### src/rtl/fetch_controller.sv
// Instruction fetch sequencer: owns the fetch PC, reads a combinational
// instruction memory and buffers {instruction, PC} pairs in a small prefetch
// queue that decode drains through a valid/ready handshake.
module fetch_controller #(
    parameter int                    ADDR_WIDTH  = 16,
    parameter int                    DATA_WIDTH  = 16,
    parameter int                    MEM_DEPTH   = 1024,
    parameter int                    QUEUE_DEPTH = 2,
    parameter logic [ADDR_WIDTH-1:0] RESET_PC    = '0
) (
    input  logic                  Clk,
    input  logic                  Reset_n,
    input  logic                  Start,
    input  logic                  Halt,
    input  logic                  Redirect,
    input  logic [ADDR_WIDTH-1:0] RedirectAddr,
    output logic [ADDR_WIDTH-1:0] MemAddress,
    input  logic [DATA_WIDTH-1:0] MemInstruction,
    output logic                  InstrValid,
    input  logic                  InstrReady,
    output logic [DATA_WIDTH-1:0] Instruction,
    output logic [ADDR_WIDTH-1:0] InstrPC,
    output logic                  FetchFault,
    output logic                  Busy
);

    localparam int PTR_W = $clog2(QUEUE_DEPTH);
    localparam int CNT_W = PTR_W + 1;
    localparam logic [CNT_W-1:0]      FULL_COUNT = CNT_W'(QUEUE_DEPTH);
    // One extra bit so a MEM_DEPTH equal to 2^ADDR_WIDTH still compares correctly.
    localparam logic [ADDR_WIDTH:0]   MEM_LIMIT  = (ADDR_WIDTH + 1)'(MEM_DEPTH);

    typedef enum logic [1:0] {
        S_IDLE,
        S_FETCH,
        S_FAULT
    } state_e;

    state_e                  state_q, state_d;
    logic [ADDR_WIDTH-1:0]   pc_q, pc_d;
    logic [CNT_W-1:0]        count_q, count_d;
    logic [PTR_W-1:0]        head_q, head_d;
    logic [PTR_W-1:0]        tail_q, tail_d;
    logic                    fault_q, fault_d;

    logic [DATA_WIDTH-1:0]   instr_buf_q [QUEUE_DEPTH];
    logic [ADDR_WIDTH-1:0]   pc_buf_q    [QUEUE_DEPTH];

    logic                    pop;
    logic                    push;
    logic                    pc_in_range;
    logic                    fault_hit;

    // Handshake, push and fault qualification for the current cycle.
    always_comb begin
        pc_in_range = ({1'b0, pc_q} < MEM_LIMIT);
        pop         = (count_q != '0) && InstrReady;
        push        = (state_q == S_FETCH) && !Halt && !Redirect && pc_in_range &&
                      ((count_q < FULL_COUNT) || pop);
        fault_hit   = (state_q == S_FETCH) && !Halt && !Redirect && !pc_in_range;
    end

    // Next-state logic for FSM, PC, queue pointers and fault flag.
    always_comb begin
        state_d = state_q;
        pc_d    = pc_q;
        count_d = count_q;
        head_d  = head_q;
        tail_d  = tail_q;
        fault_d = fault_q;

        if (Redirect) begin
            // A head consumed this cycle is simply discarded with the flush.
            state_d = S_FETCH;
            pc_d    = RedirectAddr;
            count_d = '0;
            head_d  = '0;
            tail_d  = '0;
            fault_d = 1'b0;
        end else begin
            unique case (state_q)
                S_IDLE:  if (Start) state_d = S_FETCH;
                S_FETCH: if (fault_hit) begin
                    state_d = S_FAULT;
                    fault_d = 1'b1;
                end
                S_FAULT: state_d = S_FAULT;
                default: state_d = S_IDLE;
            endcase

            if (push) begin
                pc_d   = pc_q + ADDR_WIDTH'(1);
                tail_d = tail_q + PTR_W'(1);
            end
            if (pop) begin
                head_d = head_q + PTR_W'(1);
            end
            unique case ({push, pop})
                2'b10:   count_d = count_q + CNT_W'(1);
                2'b01:   count_d = count_q - CNT_W'(1);
                default: count_d = count_q;
            endcase
        end
    end

    // Control state registers with asynchronous reset.
    always_ff @(posedge Clk or negedge Reset_n) begin
        if (!Reset_n) begin
            state_q <= S_IDLE;
            pc_q    <= RESET_PC;
            count_q <= '0;
            head_q  <= '0;
            tail_q  <= '0;
            fault_q <= 1'b0;
        end else begin
            state_q <= state_d;
            pc_q    <= pc_d;
            count_q <= count_d;
            head_q  <= head_d;
            tail_q  <= tail_d;
            fault_q <= fault_d;
        end
    end

    // Queue storage; contents are meaningless while count is zero, so no reset.
    always_ff @(posedge Clk) begin
        if (push) begin
            instr_buf_q[tail_q] <= MemInstruction;
            pc_buf_q[tail_q]    <= pc_q;
        end
    end

    assign MemAddress  = pc_q;
    assign InstrValid  = (count_q != '0);
    assign Instruction = InstrValid ? instr_buf_q[head_q] : '0;
    assign InstrPC     = InstrValid ? pc_buf_q[head_q] : '0;
    assign FetchFault  = fault_q;
    assign Busy        = (state_q == S_FETCH);

endmodule

### config.mk
export PLATFORM = sky130hd
export DESIGN_NAME = fetch_controller
export DESIGN_NICKNAME = d
export VERILOG_FILES = /design/src/rtl/fetch_controller.sv
export SDC_FILE = /design/constraint.sdc
export NUM_CORES = 1
export LEC_CHECK = 0
export ABC_AREA = 1
export BUFFER_PORTS_ARGS = -buffer_cell sky130_fd_sc_hd__clkbuf_2
export CAP_MARGIN = 20
export CORE_MARGIN = 1.5
export CORE_UTILIZATION = 40
export DETAILED_ROUTE_END_ITERATION = 6
export MAX_ROUTING_LAYER = met4
export SETUP_SLACK_MARGIN = 0.15
export SYNTH_ARGS = -nofsm -noshare
export SYNTH_HDL_FRONTEND = slang
export SYNTH_SLANG_ARGS = --single-unit
export TNS_END_PERCENT = 5
### constraint.sdc
create_clock -name Clk -period 3.27 [get_ports Clk]
set_clock_uncertainty 0.2 [all_clocks]
set_input_delay 0.654 -clock Clk [delete_from_list [all_inputs] [get_ports Clk]]
set_output_delay 0.654 -clock Clk [all_outputs]
set_load 0.005 [all_outputs]
; Yosys cells after proc, flatten, opt, wreduce, memory -nomap -nowiden
; Memories as Yosys holds them, arrays and structs flattened.
; Index checks and enable logic that the tools add are counted.
[word_totals]
reg_bits = 23
ram_bits = 64
inputBits = 38
output_inout_bits = 51
n_memories = 2
[classes]
add_sub_neg = 5
magnitude_cmp = 2
eq_ne = 6
n_mux = 19
reduce_logical = 19
[memory_table]
columns = name, depth, word_bits, rd, rd_clocked_by_memory_dff, write_ports, line
row1 = instr_buf_q, 2, 16, 1, 0, 1, 46  ; logic [DATA_WIDTH-1:0] instr_buf_q [QUEUE_DEPTH];
row2 = pc_buf_q, 2, 16, 1, 0, 1, 47  ; logic [ADDR_WIDTH-1:0] pc_buf_q [QUEUE_DEPTH];
[op_table]
columns = op, n
row1 = $mux 16, 4
row2 = $add 16x1->16 const B, 1
row3 = $lt 16x11->1 const B, 1
row4 = $reduce_bool 2->1, 5
row5 = $mux 1, 9
row6 = $mux 2, 4
row7 = $logic_and 1x1->1, 6
row8 = $pmux 2 s3, 1
row9 = $eq 2x1->1 const B, 2
row10 = $eq 2x2->1 const B, 2
row11 = $pmux 2 s2, 1
row12 = $reduce_and 2->1, 2
row13 = $logic_not 1->1, 3
row14 = $ne 3x2->1 const B, 1
row15 = $ne 3x3->1 const B, 1
row16 = $reduce_bool 3->1, 1
row17 = $add 1x1->1 const B, 2
row18 = $add 2x1->2 const B, 1
row19 = $logic_not 2->1, 1
row20 = $lt 2x2->1 const B, 1
row21 = $sub 2x1->2 const B, 1
row22 = $logic_or 1x1->1, 1

; Depth between registers and ports, before layout
; Gate-level depths: netlist of run 1.
[depth]
depth_word = 8
mapped_depth = 11
depth_no_buf = 10

; Worst setup path before layout of run 1
; No wires, ideal clock.
[synth_path]
kind = input to register
from = input Halt
to = memory instr_buf_q[0][0] (enable)
t_arrival_ps = 2501
t_required_ps = 2648
setup_slack_ps = 147
cell_stages = 6
path_buffers = 1
path_cell_list = inv_1 -> nand3_1 -> nor2_1 -> nand2_1 -> buf_6 -> nor2_1
[synth_between]
elab_chain_cells = 7
[synth_rtl]
columns = element, line
row1 = "start, declared", 14  ; input logic Halt,
row2 = $logic_not 1->1, 58  ; push = (state_q == S_FETCH) && !Halt && !Redirect && pc_in_range &&
row3 = $logic_and 1x1->1 (4 in series), 58
row4 = $mux 1, 127  ; if (push) begin
row5 = $mux 1 (implied by the code), 128  ; instr_buf_q[tail_q] <= MemInstruction;
row6 = "end, declared", 46
; No other way between the ends.

; Final worst setup path of run 1
[layout_path]
from = register head_q
to = output InstrPC[0]
[layout_between]
elab_chain_cells = 2
[layout_rtl]
columns = element, line
row1 = "start, declared", 42  ; logic [PTR_W-1:0] head_q, head_d;
row2 = "start signal, assigned", 112  ; head_q <= '0;
row3 = "start signal, assigned", 119  ; head_q <= head_d;
row4 = $mem_v2 2x16, -
row5 = $mux 16, 136  ; assign InstrPC = InstrValid ? pc_buf_q[head_q] : '0;
row6 = "end, declared", 22  ; output logic [ADDR_WIDTH-1:0] InstrPC,
; No other way between the ends.

==> out/metrics.csv, run 1 <==
stage,metric,value,unit
status,run_status,finished clean,
die,rows,34,
pwr,powerDensity,506,nW/um2
critical_path,worstSetupPathType,flop to output pin,
sta,report.final.hold_viol_count,0,
logic_synthesis,yosysSeqAreaShare,68.5,%
final_layout,layout.nets,476,
die,core,8760,um2
clocking,root_buffer,clkbuf_8,
route,ant_nets,0,
final_layout,syn_to_final_growth,21.7,%
clocking,numCtsBuffers,9,
sta,finalCritPeriodShare,87.8,%
logic_synthesis,synthesis.nets,385,
critical_path,cp_slowest_stage_delay,0.80,ns
critical_path,timing.rr.start,state_q[1],
logic_synthesis,yosys.cell_count.top_type,nand2_1,
critical_path,endpoint_kind,output pin,
critical_path,worstSetupStartpointType,flop,
critical_path,slowest_stage,clkinv_1,
logic_synthesis,synth_top_area_share,52.7,%
hold_path,min_path_type,input port to async pin,
route,vias_per_cell,4.99,
pwr,p_leak,1.92,nW
route,wl_met2,4020,um
sta,final_max_slew_viol_count,0,
clocking,cts_num_sinks,87,
sta,finalSetupViolCount,0,
route,drt_iter0_markers,121,
clocking,insertion_delay,0.35,ns
logic_synthesis,ys.flop_type,edfxtp_1,
clocking,postCtsSetupBuffers,0,
logic_synthesis,synth_area_leaders,"edfxtp_1 (53%), dfrtp_1 (16%), nand2_1 (13%)",
route,dr.pass1.iters,4,
place,place.gp.congestion,0.859,
clocking,cts_max_level,3,
critical_path,crit_required,2.42,ns
sta,fin_crit,2.87,ns
final_layout,fin_util,50.6,%
grt,grt_max_degree,35,
run,maxCapViolCount,0,
sta,worstMarginPinSlew,1.03,ns
die,start_util,41.6,%
route,drt_wl_total,8320,um
logic_synthesis,syn-cell-area,3640,um2
clocking,clock_path_buffers,2,
critical_path,cp_cell_sequence,"clkinv_1, nand2_1, a21oi_1, clkbuf_2",
logic_synthesis,synth_cell_types,25,
final_layout,layout-drive-gt1-share,27.8,%
route,wl_per_cell,15.2,um
logic_synthesis,ys_warn_count,0,
critical_path,timing.critical_path.from,head_q,
pwr,vdd_ir_drop_max,0.000216,V
grt,grt_overflow_total,0,
logic_synthesis,post-synth-top-area-cell,edfxtp_1,
place,dp_hpwl,5560,um
route,drt-met1-wl,3790,um
logic_synthesis,async_reset_ff_share,26.4,%
die,die-area,9690,um2
final_layout,nFillCells,821,
grt,grt_usage,18.3,%
die,io_pins,89,
route,vias,2729,
grt,grt_pass1_vias,2617,
critical_path,arrival,2.02,ns
die,die_w,98.5,um
grt,antenna_found_initial,0,
critical_path,cp_max_fo,34,
clocking,cts-resized-gates,0,
sta,fmax,348,MHz
sta,max_slew_margin,30.6,%
logic_synthesis,ys_top_cells_by_count,"nand2_1 (123), edfxtp_1 (64), a21oi_1 (36)",
logic_synthesis,synth_edf_count,64,
sta,rsz0062_at_grt,no,
final_layout,antennaDiodeCount,0,
route,drc,0,
grt,grt_pass1_wl,13200,um
clocking,cts_hold_buf,0,
die,die_y,98.5,um
logic_synthesis,syn_avg_cell_area,10.6,um2
route,wl_met3,408,um
clocking,clk_pin_slew_worst_paths,0.09,ns
route,top_layer,met4,
sta,timing.setup.tns,0,ns
logic_synthesis,synth.ff_latch_count,87,
clocking,cts_tree,built,
logic_synthesis,netlist_instances,344,
place,port_buffers,88,
-- critical path: cells and delay by family, from the launching register on --
family / cells / cell delay, ns
AOI/OAI and AO/OA: 1 / 0.11
buffers and inverters: 2 / 0.93
DFF: 1 / 0.35
and+or+nand+nor: 1 / 0.26
-- stage by stage --
step	hold slack (ns)	worst slack [ns]	instance area (um2)	instances	total power, mW
finish	0.0947	0.398	4440	547	2.24
global route	0.128	0.192	4440	547	2.35
CTS	0.114	0.342	4440	547	2.26
detailed placement	0.273	0.730	4240	532	1.52
global placement	0.273	0.753	4240	532	1.52
floorplan	0.158	0.168	3650	344	1.41
-- registers in the layout (all words and copies together), names as in the netlist --
| signal | count |
|---|---|
| MemAddress | 16 |
| tail_q | 1 |
| instr_buf_q | 32 |
| pc_buf_q | 32 |
| state_q | 2 |
| FetchFault | 1 |
| count_q | 2 |
| head_q | 1 |
-- final timing paths --
path,cells after the start,endpoint,slack [ns]
max in group asynchronous,1,MemAddress[14],2.36
worst max-delay path,4,InstrPC[0],0.40
worst min-delay path,1,MemAddress[7],0.09
worst max register to register,7,pc_buf_q[0][15],1.00
worst min register to register,2,FetchFault,0.30
min in group Clk,1,instr_buf_q[1][6],0.28
-- cell usage in the layout, fill, tap and decap left out, drive strengths merged, types with 2 or more instances in the layout --
| cell | count |
|---|---|
| buf | 6 |
| nand3 | 18 |
| ha | 3 |
| nor2 | 18 |
| nand2 | 125 |
| inv | 22 |
| xnor2 | 2 |
| o211ai | 6 |
| dfrtp | 23 |
| a21oi | 36 |
| o21ai | 7 |
| edfxtp | 64 |
| clkbuf | 97 |
| clkinvlp | 3 |
| nor3 | 3 |
-- layer usage --
layer  vias to the layer above  GRT usage, %
met5                         -             -
met4                         0          5.53
met3                        12          3.76
met2                        87          28.2
met1                      1295          24.6
li1                       1335             -
-- logic make-up after synthesis --
group,synth area share (%)
xor+xnor,0.721
flops,68.5
fa+ha+maj,1.03
simple gates,18.5
compound gates,7.35
buf+inv,3.91
-- cell type report --
cell class | instances | area, um2 | area share (%)
well taps | 108 | 135 | 3.05
clock buffers | 9 | 124 | 2.79
flip-flops and latches | 87 | 2500 | 56.3
repair buffers | 94 | 510 | 11.5
clock inverters | 6 | 70.1 | 1.58
inverters | 21 | 78.8 | 1.78
multi-input cells | 222 | 1020 | 23.0
-- power breakdown --
| part | switching, mW | leakage, nW | internal, mW |
|---|---|---|---|
| registers | 0.0483 | 0.864 | 1.23 |
| clock network | 0.391 | 0.0883 | 0.354 |
| logic | 0.128 | 0.972 | 0.0933 |
Power figures use the tool's default switching activity.
==> run 2: changes to the inputs <==
--- a/config.mk
+++ b/config.mk
@@ -6,11 +6,12 @@
 export NUM_CORES = 1
 export LEC_CHECK = 0
 export ABC_AREA = 1
-export BUFFER_PORTS_ARGS = -buffer_cell sky130_fd_sc_hd__clkbuf_2
 export CAP_MARGIN = 20
 export CORE_MARGIN = 1.5
 export CORE_UTILIZATION = 40
+export CTS_CLUSTER_DIAMETER = 200
 export DETAILED_ROUTE_END_ITERATION = 6
+export DONT_BUFFER_PORTS = 1
 export MAX_ROUTING_LAYER = met4
 export SETUP_SLACK_MARGIN = 0.15
 export SYNTH_ARGS = -nofsm -noshare
==> out/metrics.csv, run 2 (synthesized netlist as in run 1, its figures left out) <==
stage,metric,value,unit,change
clocking,cts_tree,built,,
critical_path,worstSetupPathType,flop to flop,,
route,wl_per_cell,16.9,um,+11%
die,die_y,98.5,um,unchanged
route,vias_per_cell,5.19,,+4.0%
grt,grt_pass1_wl,12400,um,-6.7%
route,vias,2391,,-12%
critical_path,cp_max_fo,22,,-35%
clocking,clock_path_buffers,2,,unchanged
clocking,clk_pin_slew_worst_paths,0.10,ns,about the same
final_layout,layout.nets,389,,-18%
die,io_pins,89,,unchanged
grt,grt_usage,17.1,%,-1.2 points
die,rows,34,,unchanged
die,core,8760,um2,unchanged
clocking,cts-resized-gates,0,,unchanged
sta,fin_crit,2.51,ns,-0.361 ns
pwr,p_leak,1.55,nW,-19%
hold_path,min_path_type,input port to flop,,
clocking,cts_num_sinks,87,,unchanged
pwr,vdd_ir_drop_max,0.000228,V,+5.4%
pwr,powerDensity,532,nW/um2,+5.1%
final_layout,layout-drive-gt1-share,9.63,%,-18 points
critical_path,arrival,2.37,ns,+0.35 ns
clocking,postCtsSetupBuffers,0,,unchanged
place,place_inst,443,,-17%
run,maxCapViolCount,0,,unchanged
sta,finalCritPeriodShare,76.8,%,-11 points
sta,timing.setup.tns,0,ns,unchanged
clocking,root_buffer,clkbuf_8,,
sta,final_max_slew_viol_count,0,,unchanged
grt,grt_overflow_total,0,,unchanged
sta,fmax,398,MHz,+14%
die,die-area,9690,um2,unchanged
final_layout,syn_to_final_growth,9.68,%,
place,port_buffers,0,,-100%
final_layout,fin_area,4000,um2,-9.9%
grt,grt_pass1_vias,2363,,-9.7%
sta,worstMarginPinSlew,0.576,ns,-0.459 ns
status,run_status,finished clean,,
die,start_util,41.6,%,unchanged
sta,report.final.hold_viol_count,0,,unchanged
critical_path,crit_required,3.13,ns,+0.71 ns
grt,antenna_found_initial,0,,unchanged
route,ant_nets,0,,unchanged
die,die_w,98.5,um,unchanged
clocking,cts_hold_buf,1,,+1
final_layout,antennaDiodeCount,0,,unchanged
final_layout,finalNonFillerCells,461,,-16%
place,place_area,3780,um2,-11%
route,drc,0,,unchanged
place,dp_hpwl,5070,um,-8.8%
critical_path,worstSetupStartpointType,flop,,
sta,finalSetupViolCount,0,,unchanged
clocking,numCtsBuffers,9,,unchanged
final_layout,final_common_cell,nand2_1,,
route,drt_wl_total,7810,um,-6.1%
sta,rsz0062_at_grt,no,,
route,dr.pass1.iters,4,,unchanged
grt,grt_max_degree,35,,unchanged
place,place.gp.congestion,0.834,,-2.9%
clocking,insertion_delay,0.35,ns,about the same
final_layout,fin_util,45.6,%,-5.0 points
clocking,cts_max_level,3,,unchanged
sta,max_slew_margin,61.5,%,+31 points
critical_path,endpoint_kind,flop,,
final_layout,layout_common_cells,"nand2_1 (123), edfxtp_1 (64), a21oi_1 (36), dfrtp_1 (23), nand3_1 (18)",,
route,drt_iter0_markers,110,,-9.1%
final_layout,nFillCells,842,,+2.6%
run 2: cell types whose count changed in the layout (fill, tap and decap cells not counted), sizes merged:
cell / previous run / this run
clkinvlp: 3 / 1
bufinv: 1 / 0
clkbuf: 97 / 9
dlygate4sd3: 0 / 1
clkinv: 1 / 4
inv: 22 / 23
run 2: worst paths after layout:
kind	startpoint	cells after the start	to	slack (ns)
min	MemInstruction[1]	0	instr_buf_q[0][1]	0.18
max reg2reg	state_q[1]	7	pc_buf_q[0][2]	0.76
min reg2reg	state_q[1]	2	state_q[1]	0.31
max in group asynchronous	Reset_n	2	MemAddress[3]	2.07
min in group asynchronous	Reset_n	1	MemAddress[7]	0.41
max	state_q[1]	7	pc_buf_q[0][2]	0.76
run 2: area by class of cell:
class	instances	area, um2	share of cell area (%)
Sequential cell	87	2500	62.5
Multi-Input combinational cell	222	1020	25.5
Tap cell	108	135	3.38
Clock buffer	9	124	3.10
Timing Repair Buffer	7	87.6	2.19
Inverter	21	78.8	1.97
Clock inverter	7	55.1	1.38
run 2: worst max-delay path, stage by stage, from the launching register on:
cell and delay [ns]:
dfrtp_1 0.38, inv_1 0.08, ha_1 0.20, nand3_1 0.11
nor2_1 0.14, nand2_1 0.36, nor2_4 0.50, buf_12 0.24
run 2: power breakdown:
part / internal, mW / total (mW) / switching [mW]
Clock: 0.284 / 0.687 / 0.403
Sequential: 1.23 / 1.28 / 0.0528
Combinational: 0.0579 / 0.156 / 0.0984
Total: 1.57 / 2.13 / 0.554
run 2: through the flow:
stage,worst slack [ns],hold WS [ns],power (mW)
global placement,0.672,0.159,1.45
finish,0.760,0.182,2.13
global route,0.612,0.159,2.22
CTS,0.746,0.165,2.15
detailed placement,0.622,0.159,1.46
floorplan,0.168,0.158,1.41
run 2: layer usage:
layer / GRT usage (%) / wire length, um / vias up
met5: - / 0 / -
met4: 5.20 / 83 / 0
met1: 22.6 / 3640 / 1138
met2: 26.2 / 3630 / 79
met3: 4.54 / 455 / 8
li1: - / - / 1166
==> run 3: changes to the inputs <==
==> constraint.sdc (replaced) <==
create_clock -name Clk -period 2.4 [get_ports Clk]
set_clock_uncertainty 0.2 [all_clocks]
set_input_delay 0.48 -clock Clk [delete_from_list [all_inputs] [get_ports Clk]]
set_output_delay 0.48 -clock Clk [all_outputs]
set_load 0.005 [all_outputs]
==> out/metrics.csv, run 3 (synthesized netlist as in run 1, its figures left out) <==
stage,metric,value,unit,change
pwr,clkPwrFrac,33.8,%,+1.5 points
place,place_area,3830,um2,+1.3%
die,rows,34,,unchanged
critical_path,endpoint_kind,output pin,,
clocking,cts_num_sinks,87,,unchanged
die,die-area,9690,um2,unchanged
pwr,internal_power,2.25,mW,+43%
place,dpl_worst_slack,0.346,ns,-0.275 ns
pwr,seq_power_share,58.1,%,-2.2 points
clocking,cts_tree,built,,
sta,report.final.hold_viol_count,0,,unchanged
clocking,clk_pin_slew_worst_paths,0.08,ns,-0.02 ns
final_layout,antennaDiodeCount,0,,unchanged
critical_path,cp_cell_sequence,"buf_4, nand2_1, a21oi_1",,
grt,grt_max_degree,33,,-5.7%
final_layout,layout-drive-gt1-share,10.5,%,+0.88 points
sta,setup_ws,0.317,ns,-0.443 ns
clocking,insertion_delay,0.35,ns,about the same
grt,antenna_found_initial,0,,unchanged
place,place.gp.congestion,0.827,,-0.80%
pwr,powerDensity,719,nW/um2,+35%
pwr,switching_power,0.754,mW,+36%
place,port_buffers,0,,unchanged
status,run_status,finished clean,,
clocking,clock_path_buffers,2,,unchanged
hold_path,min_path_type,input port to flop,,
pwr,switching_share,25.1,%,-0.99 points
grt,grt_pass1_wl,13000,um,+5.5%
route,dr.pass1.iters,4,,unchanged
sta,rsz0062_at_grt,no,,
die,start_util,41.6,%,unchanged
sta,final_max_slew_viol_count,0,,unchanged
pwr,vdd_ir_drop_max,0.000398,V,+75%
grt,grt_pass1_vias,2493,,+5.5%
pwr,power_frac_comb,8.1,%,+0.7 points
die,die_w,98.5,um,unchanged
critical_path,worstSetupStartpointType,flop,,
sta,finalCritPeriodShare,86.8,%,
final_layout,layout.nets,407,,+4.6%
sta,hold_slack,0.0195,ns,-0.163 ns
sta,finalSetupViolCount,0,,unchanged
route,drt_iter0_markers,145,,+32%
route,drc,0,,unchanged
critical_path,worstSetupPathType,flop to output pin,,
route,vias_per_cell,5.17,,-0.38%
grt,grt_overflow_total,0,,unchanged
route,vias,2475,,+3.5%
critical_path,arrival,1.40,ns,-0.97 ns
die,io_pins,89,,unchanged
place,dp_hpwl,5240,um,+3.2%
critical_path,path_buf_inv,1,,-1
sta,max_slew_margin,67.4,%,+5.9 points
route,ant_nets,0,,unchanged
critical_path,slowest_stage,dfrtp_1,,
final_layout,final_common_cell,nand2_1,,
route,wl_per_cell,16.9,um,-0.42%
die,die_y,98.5,um,unchanged
route,drt_wl_total,8080,um,+3.5%
critical_path,cp_max_fo,32,,+45%
critical_path,cp_top_family,flip-flops,,
grt,grt_usage,18.0,%,+0.89 points
clocking,numCtsBuffers,9,,unchanged
sta,fmax,480,MHz,
clocking,postCtsSetupBuffers,0,,unchanged
sta,worstMarginPinSlew,0.487,ns,-0.0890 ns
run,maxCapViolCount,0,,unchanged
die,core,8760,um2,unchanged
critical_path,cp_slowest_stage_delay,0.36,ns,-0.14 ns
final_layout,fin_area,4190,um2,+4.7%
pwr,finalPower,3.01,mW,+42%
sta,timing.setup.tns,0,ns,unchanged
clocking,root_buffer,clkbuf_8,,
final_layout,layout_common_cells,"nand2_1 (123), edfxtp_1 (64), a21oi_1 (36), dfrtp_1 (23), nand3_1 (18)",,
clocking,cts_max_level,3,,unchanged
sta,fin_crit,2.08,ns,
critical_path,crit_required,1.72,ns,-1.41 ns
pwr,p_leak,1.64,nW,+5.9%
final_layout,syn_to_final_growth,14.9,%,
run 3: what timing repair did:
| action | CTS | global route |
|---|---|---|
| endpoints found under the setup margin | 0 | 5 |
| resized for setup | 0 | 1 |
| hold buffers | 11 | 3 |
| endpoints found under the hold margin | 40 | 5 |
run 3: worst paths after layout:
kind	endpoint	slack [ns]	depth (start not counted)	from
worst max-delay path	InstrPC[10]	0.32	3	head_q
worst min-delay path	instr_buf_q[1][13]	0.02	0	MemInstruction[13]
worst max register to register	MemAddress[5]	0.34	9	state_q[1]
worst min register to register	FetchFault	0.33	2	FetchFault
max in group asynchronous	head_q	1.21	2	Reset_n
min in group asynchronous	state_q[0]	0.32	1	Reset_n
run 3: stage by stage:
stage               instances  utilization, %
floorplan                 344               -
global placement          448            43.7
detailed placement        448            43.7
CTS                       475            47.2
global route              479            47.8
finish                    479            47.8
run 3: final cells by class:
type / instances / area, um2
Clock buffer: 9 / 124
Clock inverter: 7 / 72.6
Fill cell: 794 / 4580
Inverter: 21 / 78.8
Multi-Input combinational cell: 222 / 1020
Sequential cell: 87 / 2500
Tap cell: 108 / 135
Timing Repair Buffer: 25 / 259
run 3: power by group through the flow:
| stage | logic, mW | clock network [mW] | registers [mW] |
|---|---|---|---|
| final | 0.243 | 1.02 | 1.75 |
| after global routing | 0.280 | 1.10 | 1.76 |
| after CTS | 0.235 | 1.04 | 1.75 |
| after detailed placement | 0.209 | 0 | 1.78 |
| after global placement | 0.200 | 0 | 1.78 |
| after floorplan | 0.166 | 0 | 1.76 |
run 3: worst register-to-register path: cells and delay by family (launching register included):
| family | cells | cell delay [ns] |
|---|---|---|
| buf+inv | 2 | 0.24 |
| simple gates | 5 | 0.81 |
| fa+ha+maj | 1 | 0.22 |
| compound gates | 1 | 0.09 |
| flops | 1 | 0.38 |
run 3: metal layers:
metal | track usage [%] | part of all wire (%)
met4 | 7.48 | 1.9
met2 | 27.9 | 48
met1 | 23.0 | 44
met5 | - | 0
met3 | 4.04 | 5.9
